[src/rtl/alu_operation_unit.sv]
// EX-stage execution unit: one-cycle logic/add/sub/pass, iterative shift-add MUL,
// valid/ready handshakes on both sides and registered result plus NZCV flags.
module alu_operation_unit #(
  parameter int WIDTH = 64,
  parameter int CNT_W = 7
) (
  input  logic             clk,
  input  logic             rst_n,
  input  logic             in_valid,
  output logic             in_ready,
  input  logic [3:0]       Operation,
  input  logic [WIDTH-1:0] A,
  input  logic [WIDTH-1:0] B,
  output logic             out_valid,
  input  logic             out_ready,
  output logic [WIDTH-1:0] Result,
  output logic             Zero,
  output logic             Negative,
  output logic             Carry,
  output logic             Overflow,
  output logic             IllegalOp,
  output logic             busy
);

  localparam logic [3:0] OP_AND   = 4'b0000;
  localparam logic [3:0] OP_ORR   = 4'b0001;
  localparam logic [3:0] OP_ADD   = 4'b0010;
  localparam logic [3:0] OP_SUB   = 4'b0110;
  localparam logic [3:0] OP_PASSB = 4'b0111;
  localparam logic [3:0] OP_NOR   = 4'b1100;
  localparam logic [3:0] OP_MUL   = 4'b1000;

  typedef enum logic [1:0] {S_IDLE, S_MUL, S_DONE} state_t;

  state_t             state, state_next;
  logic [WIDTH-1:0]   acc, mcand, mplier;
  logic [CNT_W-1:0]   cnt;
  logic [WIDTH-1:0]   alu_res, b_op, mul_sum;
  logic [WIDTH:0]     sum;
  logic               alu_c, alu_v, alu_ill, is_sub, last_iter;

  // Single-cycle datapath; SUB reuses the adder as A + ~B + 1.
  // NOTE: every always_comb output gets a default first so no path can infer a latch.
  always_comb begin
    alu_res = '0;
    alu_c   = 1'b0;
    alu_v   = 1'b0;
    alu_ill = 1'b0;
    is_sub  = (Operation == OP_SUB);
    b_op    = is_sub ? ~B : B;
    sum     = {1'b0, A} + {1'b0, b_op} + {{WIDTH{1'b0}}, is_sub};
    case (Operation)
      OP_AND:   alu_res = A & B;
      OP_ORR:   alu_res = A | B;
      OP_PASSB: alu_res = B;
      OP_NOR:   alu_res = ~(A | B);
      OP_ADD, OP_SUB: begin
        alu_res = sum[WIDTH-1:0];
        alu_c   = sum[WIDTH];
        alu_v   = (A[WIDTH-1] == b_op[WIDTH-1]) && (sum[WIDTH-1] != A[WIDTH-1]);
      end
      OP_MUL:   alu_res = '0;
      default:  alu_ill = 1'b1;
    endcase
  end

  assign mul_sum   = mplier[0] ? acc + mcand : acc;
  assign last_iter = (cnt == CNT_W'(WIDTH - 1));

  always_comb begin
    state_next = state;
    case (state)
      S_IDLE: if (in_valid) state_next = (Operation == OP_MUL) ? S_MUL : S_DONE;
      S_MUL:  if (last_iter) state_next = S_DONE;
      S_DONE: if (out_ready) state_next = S_IDLE;
      default: state_next = S_IDLE;
    endcase
  end

  // NOTE: sequential state uses non-blocking assignments so every register samples pre-edge values.
  always_ff @(posedge clk or negedge rst_n) begin
    if (!rst_n) state <= S_IDLE;
    else        state <= state_next;
  end

  // NOTE: the multiply registers are reset too, so an aborted MUL leaves nothing behind.
  always_ff @(posedge clk or negedge rst_n) begin
    if (!rst_n) begin
      acc       <= '0;
      mcand     <= '0;
      mplier    <= '0;
      cnt       <= '0;
      Result    <= '0;
      Zero      <= 1'b0;
      Negative  <= 1'b0;
      Carry     <= 1'b0;
      Overflow  <= 1'b0;
      IllegalOp <= 1'b0;
    end else begin
      case (state)
        S_IDLE: if (in_valid) begin
          if (Operation == OP_MUL) begin
            acc    <= '0;
            mcand  <= A;
            mplier <= B;
            cnt    <= '0;
          end else begin
            Result    <= alu_res;
            Zero      <= (alu_res == '0);
            Negative  <= alu_res[WIDTH-1];
            Carry     <= alu_c;
            Overflow  <= alu_v;
            IllegalOp <= alu_ill;
          end
        end
        S_MUL: begin
          acc    <= mul_sum;
          mcand  <= mcand << 1;
          mplier <= mplier >> 1;
          cnt    <= cnt + 1'b1;
          if (last_iter) begin
            Result    <= mul_sum;
            Zero      <= (mul_sum == '0);
            Negative  <= mul_sum[WIDTH-1];
            Carry     <= 1'b0;
            Overflow  <= 1'b0;
            IllegalOp <= 1'b0;
          end
        end
        default: ;
      endcase
    end
  end

  assign in_ready  = (state == S_IDLE);
  assign out_valid = (state == S_DONE);
  assign busy      = (state != S_IDLE);

endmodule

[config.mk]
export PLATFORM = sky130hd
export DESIGN_NAME = alu_operation_unit
export DESIGN_NICKNAME = d
export VERILOG_FILES = /design/src/rtl/alu_operation_unit.sv
export SDC_FILE = /design/constraint.sdc
export NUM_CORES = 1
export LEC_CHECK = 0
export BUFFER_PORTS_ARGS = -buffer_cell sky130_fd_sc_hd__buf_2
export CORE_MARGIN = 5
export CORE_UTILIZATION = 23
export CTS_CLUSTER_SIZE = 30
export DETAILED_ROUTE_END_ITERATION = 6
export HOLD_SLACK_MARGIN = 0.15
export PLACE_DENSITY = 0.4
export SYNTH_ARGS = -nofsm -noshare
export SYNTH_HDL_FRONTEND = slang
export SYNTH_SLANG_ARGS = --single-unit
[constraint.sdc]
create_clock -name clk -period 6.5 [get_ports clk]
set_input_delay 0.975 -clock clk [delete_from_list [all_inputs] [get_ports clk]]
set_output_delay 0.975 -clock clk [all_outputs]
set_load 0.02 [all_outputs]
==> flow_metrics.py, run 1 <==
metrics = {
    "clock_tree": {
        "numCtsBuffers": 36,
        "cts_resized": 0,
        "clkTransAtPathRegs_ns": 0.07,
        "h-tree-depth": 2,
        "cts_setup_buffers": 0,
        "clock_sinks": 269,
        "clock_path_buffers": 3,
        "cts_tree": "built",
        "clkLatencyLatePin_ns": 0.58,
        "root_buffer": "clkbuf_16",
        "holdBufCountCts": 0,
    },
    "global_routing": {
        "grt_use_met3_pct": 1.85,
        "antenna_found_initial": 14,
        "use_met1_pct": 27.8,
        "grt_overflow": 0,
        "grt_pass1_vias": 23155,
        "grt_max_degree": 213,
        "track_usage_pct": 18.4,
        "grt.busiest_layer": "met2",
        "grtUsageMet2_pct": 27.9,
        "grt_first_pass_wirelength_mm": 159,
    },
    "synthesis": {
        "ys_ff_latch": 269,
        "yosys.area_share.adder_pct": 9.78,
        "syn_nets": 3324,
        "syn_inst": 3042,
        "synth_top_family_by_area": "compound AO/OA/AOI/OAI gates",
        "synthMuxAreaShare_pct": 7.69,
        "synth_simple_gate_area_share_pct": 18.6,
        "synth_cell_types": 94,
        "ys.flop_type": "dfrtp_1",
        "synth_edf_count": 0,
        "netlist_area_um2": 24500,
        "ys_warn_count": 0,
        "async_flop_share_pct": 100,
        "synth_xor_area_share_pct": 5.01,
        "ys_seq_area_share_pct": 27.5,
        "synth_compound_area_share_pct": 27.8,
        "syn_area_per_cell_um2": 8.04,
    },
    "sta": {
        "finalSetupTns_ns": 0,
        "slew_violations": 0,
        "min_period_ns": 5.89,
        "whs_ns": 0.363,
        "rsz0062_at_grt": "false",
        "fin_crit_sh_pct": 90.7,
        "fin_skew_ns": 0.0188,
        "clock.fmax_mhz": 170,
        "tightest_slew_ns": 1.14,
        "setup_viol": 0,
        "finalHoldViolCount": 0,
        "slew_headroom_pct": 21.7,
    },
    "min_path": {
        "hold_class": "in -> async",
    },
    "die": {
        "die_area_um2": 113000,
        "rows": 119,
        "die_w_um": 336,
        "io_pins": 208,
        "start_util_pct": 23.2,
        "core_um2": 105000,
        "die_h_um": 336,
    },
    "worst_setup_path": {
        "cp-start-kind": "primary input",
        "critPathMaxStageDelay_ns": 0.55,
        "required_ns": 7.00,
        "critPathKind": "in -> reg",
        "r2r_setup_slack_ns": 1.40,
        "crit_slowest_cell": "nor4_1",
        "r2r-start": "mcand[0]$_DFFE_PN0P_",
        "endpoint_kind": "flip-flop",
        "critPathMostFrequentCell": "buf_4",
        "reg2regPathDepth": 14,
        "cp_cell_sequence": "buf_2, nand4bb_4, buf_4, xnor2_1, ha_1, a21oi_1, o21ai_0, a21oi_1, nand2_1, a211o_1, nand4b_1, nor4_1, buf_4, nand4_1, nor4b_1, buf_4, nand4_1, or4_1, nand3_1",
        "reg2reg_to": "Zero$_DFFE_PN0P_",
        "arrival_ns": 6.40,
        "worstPathMaxFanout": 29,
    },
    "placement": {
        "globalplace.congestion": 0.932,
        "placement.io_buffers": 207,
        "hpwl_mm": 84.6,
        "place_area_um2": 27000,
    },
    "drt": {
        "vias_per_cell": 5.28,
        "drc": 0,
        "drt_pass1_iterations": 5,
        "vias": 24126,
        "drt_iter0_markers": 2066,
        "drt-total-wl_mm": 108,
        "route.antenna.remaining_nets": 0,
        "wl_per_cell_um": 23.6,
    },
    "power": {
        "peakVddDrop_mv": 0.188,
        "p_leak_uw": 0.0124,
        "power_per_cell_area_nw_per_um2": 398,
    },
    "run_status": {
        "status": "complete, no violations",
    },
    "final_layout": {
        "layout.nets": 3424,
        "stdcell_area_um2": 28200,
        "drive_gt1_share_pct": 12.5,
        "syn_to_final_growth_pct": 15.4,
        "utilization_pct": 26.8,
    },
    "flow_run": {
        "cap_viol_max_count": 0,
    },
}
metrics by stage:
stage	setup WS (ns)	total power (uW)	instances
2_1_floorplan	1.16	7010	3042
3_3_place_gp	0.0431	9110	4495
5_1_grt	0.382	12000	4564
4_1_cts	0.607	11300	4560
6_report	0.607	11200	4566
3_5_place_dp	0.0230	9080	4495
logic make-up (layout without fill, tap and decap cells):
group           after synthesis  after routing
compound gates             1049           1049
xor+xnor                    140            140
buf+inv                     234            361
fa+ha+maj                   201            201
mux                         185            185
other cells                   0              6
simple gates                964            964
flops                       269            269
layout by cell type, fill, tap and decap left out, types with 41 or more instances in the layout:
master | synthesis | routed
buf_4 | 1 | 53
nand4_1 | 70 | 70
ha_1 | 144 | 144
nor3_1 | 78 | 76
nand2_1 | 416 | 415
a21oi_1 | 246 | 246
nand3_1 | 52 | 52
buf_2 | 7 | 206
o31ai_1 | 45 | 45
o21a_1 | 41 | 41
a21o_1 | 77 | 77
o21ai_0 | 293 | 293
xnor2_1 | 108 | 108
nor2_1 | 163 | 162
mux2i_1 | 162 | 162
maj3_1 | 55 | 55
dfrtp_1 | 269 | 268
state kept, by name, indices dropped and copies added, names as in the netlist:
signal and flops:
cnt 7, Zero 1, mcand 64, acc 64, mplier 64, Result 64, Carry 1, IllegalOp 1
Overflow 1, state 2
synth_stat cells (all sizes together) (16+ instances only):
cell	count	share of area, %
o31ai	46	1.5
nand4	70	1.8
a21oi	247	5.1
nand2b	23	0.59
maj3	55	2.2
a22o	29	1.0
o211ai	31	0.95
mux2	23	1.1
nor2	163	2.5
nor2b	21	0.54
a221oi	18	0.64
xnor2	108	3.9
a31oi	29	0.83
dfrtp	269	28
and2	17	0.43
nand3	52	1.1
buf	46	0.76
inv	31	0.48
a21o	77	2.4
clkbuf	156	2.4
o21ai	308	6.3
a2bb2oi	16	0.57
nor3	78	1.6
a211oi	27	0.83
ha	144	7.4
xor2	32	1.1
o21bai	28	0.86
nand2	416	6.4
a22oi	20	0.61
mux2i	162	6.6
o21a	41	1.3
nor4	19	0.49
worst max-delay path by stage:
stage	end	slack [ns]	cells past startpoint	start
6_report	Zero$_DFFE_PN0P_	0.61	19	Operation[3]
5_1_grt	Zero$_DFFE_PN0P_	0.38	20	Operation[3]
3_5_place_dp	Zero$_DFFE_PN0P_	0.02	19	Operation[3]
2_1_floorplan	Zero$_DFFE_PN0P_	1.16	18	Operation[3]
4_1_cts	Zero$_DFFE_PN0P_	0.61	19	Operation[3]
3_3_place_gp	Zero$_DFFE_PN0P_	0.04	19	Operation[3]
power by group:
part / switching (uW) / total (uW) / internal, uW
registers: 688 / 3050 / 2360
clock network: 870 / 2090 / 1220
logic: 3820 / 6090 / 2270
total: 5370 / 11200 / 5860
final cells by class:
type / instances / area, um2
fillers: 11504 / 77200
multi-input cells: 2539 / 16900
flip-flops and latches: 269 / 6740
well taps: 1391 / 1740
repair buffers: 264 / 1520
clock buffers: 50 / 1050
clock inverters: 15 / 151
inverters: 32 / 120
diodes: 6 / 15.0
per-layer routing:
layer  vias up  wire [um]
met5         -         13
met4         2       2640
met3       115       4930
met2       655      46600
met1     11759      53700
li1      11595          -
worst max-delay path, delay by kind of cell:
family	cells	cell delay, ns
and+or+nand+nor	9	2.67
buffers and inverters	4	0.91
xor gates and xnor gates	1	0.19
AOI/OAI and AO/OA	4	1.25
adders and majority gates	1	0.38
No activity file was read; power rests on OpenSTA's default activity.
==> inputs of run 2 (changes only) <==
Settings changed: MAX_ROUTING_LAYER from default to met4, PLACE_DENSITY 0.4 to default.
==> run 2 against run 1 <==
Via count grew 0.93%; global-route usage down 0.88 points; utilization decreased by 0.27 points; non-clock buffer count is 13 lower; critical path depth did not move; register-to-register slack hardly changed; critical endpoint unchanged; highest routed layer is now met4.
==> flow_metrics.py, run 2 (synthesis gave the netlist of run 1 again) <==
metrics = {
    "sta": {
        "fin_crit_sh_pct": 88.4,
        "fin_ws_ns": 0.756,
        "slew_headroom_pct": 14.9,
        "tightest_slew_ns": 1.27,
        "min_period_ns": 5.74,
        "slew_violations": 0,
        "finalSetupTns_ns": 0,
        "fin_skew_ns": 0.0203,
        "finalHoldViolCount": 0,
        "rsz0062_at_grt": "false",
        "setup_viol": 0,
        "clock.fmax_mhz": 174,
    },
    "final_layout": {
        "most-common-layout-cells": "nand2_1, o21ai_0, dfrtp_1",
        "syn_to_final_growth_pct": 14.3,
        "utilization_pct": 26.5,
        "stdcell_area_um2": 28000,
        "layout_commonest_cell": "nand2_1",
        "layout.nets": 3405,
        "nFillCells": 11529,
        "drive_gt1_share_pct": 11.8,
    },
    "drt": {
        "route.antenna.remaining_nets": 0,
        "drc": 0,
        "vias_per_cell": 5.36,
        "wl_per_cell_um": 22.1,
        "dr_wl_met2_mm": 42.3,
        "vias": 24350,
        "drt_iter0_markers": 2524,
        "drt-total-wl_mm": 100,
        "met3_length_mm": 7.28,
        "wl_met1_mm": 47.1,
        "drt_pass1_iterations": 6,
        "routed.top_layer": "met4",
    },
    "global_routing": {
        "antenna_found_initial": 13,
        "grt_overflow": 0,
        "grt_first_pass_wirelength_mm": 150,
        "grt_max_degree": 220,
        "grt_pass1_vias": 23098,
        "track_usage_pct": 17.5,
    },
    "clock_tree": {
        "clkLatencyLatePin_ns": 0.62,
        "clock_path_buffers": 3,
        "h-tree-depth": 1,
        "numCtsBuffers": 30,
        "root_buffer": "clkbuf_16",
        "holdBufCountCts": 0,
        "cts_setup_buffers": 0,
        "cts_tree": "built",
        "cts_resized": 0,
        "clock_sinks": 269,
        "clkTransAtPathRegs_ns": 0.07,
    },
    "die": {
        "io_pins": 208,
        "die_area_um2": 113000,
        "core_um2": 105000,
        "die_h_um": 336,
        "die_w_um": 336,
        "rows": 119,
        "start_util_pct": 23.2,
    },
    "flow_run": {
        "cap_viol_max_count": 0,
    },
    "power": {
        "p_sw_uw": 5180,
        "seqPwrFrac_pct": 27.7,
        "power_per_cell_area_nw_per_um2": 386,
        "clock_power_share_pct": 16.8,
        "power.share.switching_pct": 48.0,
        "peakVddDrop_mv": 0.203,
        "intPower_uw": 5610,
        "p_leak_uw": 0.0122,
        "power_frac_comb_pct": 55.5,
    },
    "worst_setup_path": {
        "required_ns": 7.04,
        "cp_cell_sequence": "buf_2, nand4bb_4, buf_12, nor2_1, a21oi_1, fa_1, nand3b_1, a21oi_1, o311ai_2, a2111oi_0, buf_4, mux2i_1, nand2_1, a2111oi_0, nand4_1, nor4b_1, nand4_1, or4_1, nand3_1",
        "endpoint_kind": "flip-flop",
        "arrival_ns": 6.29,
        "critPathMaxStageDelay_ns": 0.67,
        "critPathKind": "in -> reg",
        "worstPathMaxFanout": 38,
        "cp-start-kind": "primary input",
        "crit_slowest_cell": "a2111oi_0",
    },
    "placement": {
        "pre_cts_slack_ns": 0.248,
        "hpwl_mm": 78.3,
        "globalplace.congestion": 0.977,
        "place_area_um2": 26900,
        "placement.io_buffers": 207,
    },
    "min_path": {
        "hold_class": "in -> async",
    },
    "run_status": {
        "status": "complete, no violations",
    },
}
==> run 2: changes by cell type in the layout (fill, tap and decap cells not counted), sizes merged <==
cell      before  now
clkinv         9    8
diode          6    9
inv           36   32
bufinv         2    3
clkinvlp       0    5
clkbuf        50   38
buf          264  251
==> run 2: critical path: cells and delay by family <==
| kind | cells | cell delay [ns] |
|---|---|---|
| adders and majority gates | 1 | 0.41 |
| muxes | 1 | 0.22 |
| buffers and inverters | 3 | 0.54 |
| AOI/OAI and AO/OA | 5 | 1.88 |
| and+or+nand+nor | 9 | 2.26 |
==> run 2: power by group through the flow <==
stage                     Sequential, uW  Combinational [uW]  Clock (uW)
final                               2990                5990        1820
after global routing                3080                6570        1920
after CTS                           2980                5910        1870
after detailed placement            3000                5880           0
after global placement              2980                5840           0
after floorplan                     2900                4110           0
==> run 2: area by class of cell <==
class / instances / area (um2) / share of cell area [%]
diodes: 9 / 22.5 / 0.0805
clock buffers: 38 / 832 / 2.98
clock inverters: 16 / 179 / 0.640
inverters: 32 / 120 / 0.430
multi-input cells: 2539 / 16900 / 60.4
flip-flops and latches: 269 / 6730 / 24.1
well taps: 1391 / 1740 / 6.22
repair buffers: 251 / 1440 / 5.15
==> run 2: worst paths after layout <==
path / startpoint / to / slack [ns] / cells after the start
setup / recovery: Operation[3] / Zero$_DFFE_PN0P_ / 0.76 / 19
hold / removal: rst_n / mplier[58]$_DFFE_PN0P_ / 0.37 / 1
setup reg to reg: mcand[0]$_DFFE_PN0P_ / Zero$_DFFE_PN0P_ / 1.40 / 14
hold reg to reg: Result[34]$_DFFE_PN0P_ / Result[34]$_DFFE_PN0P_ / 0.46 / 2
max in group asynchronous: rst_n / Result[19]$_DFFE_PN0P_ / 4.82 / 2
min in group clk: Result[34]$_DFFE_PN0P_ / Result[34]$_DFFE_PN0P_ / 0.46 / 2
==> run 2: through the flow <==
stage	cells	power, uW	hold WS (ns)
after CTS	4536	10800	0.374
after global routing	4545	11600	0.418
after global placement	4482	8820	0.448
final	4545	10800	0.374
after detailed placement	4482	8880	0.452
after floorplan	3042	7010	0.450
==> run 2: metal layers <==
layer	vias up	track usage (%)
li1	11548	-
met1	11745	24.6
met2	895	25.8
met3	162	2.78
met4	0	5.55
met5	-	-
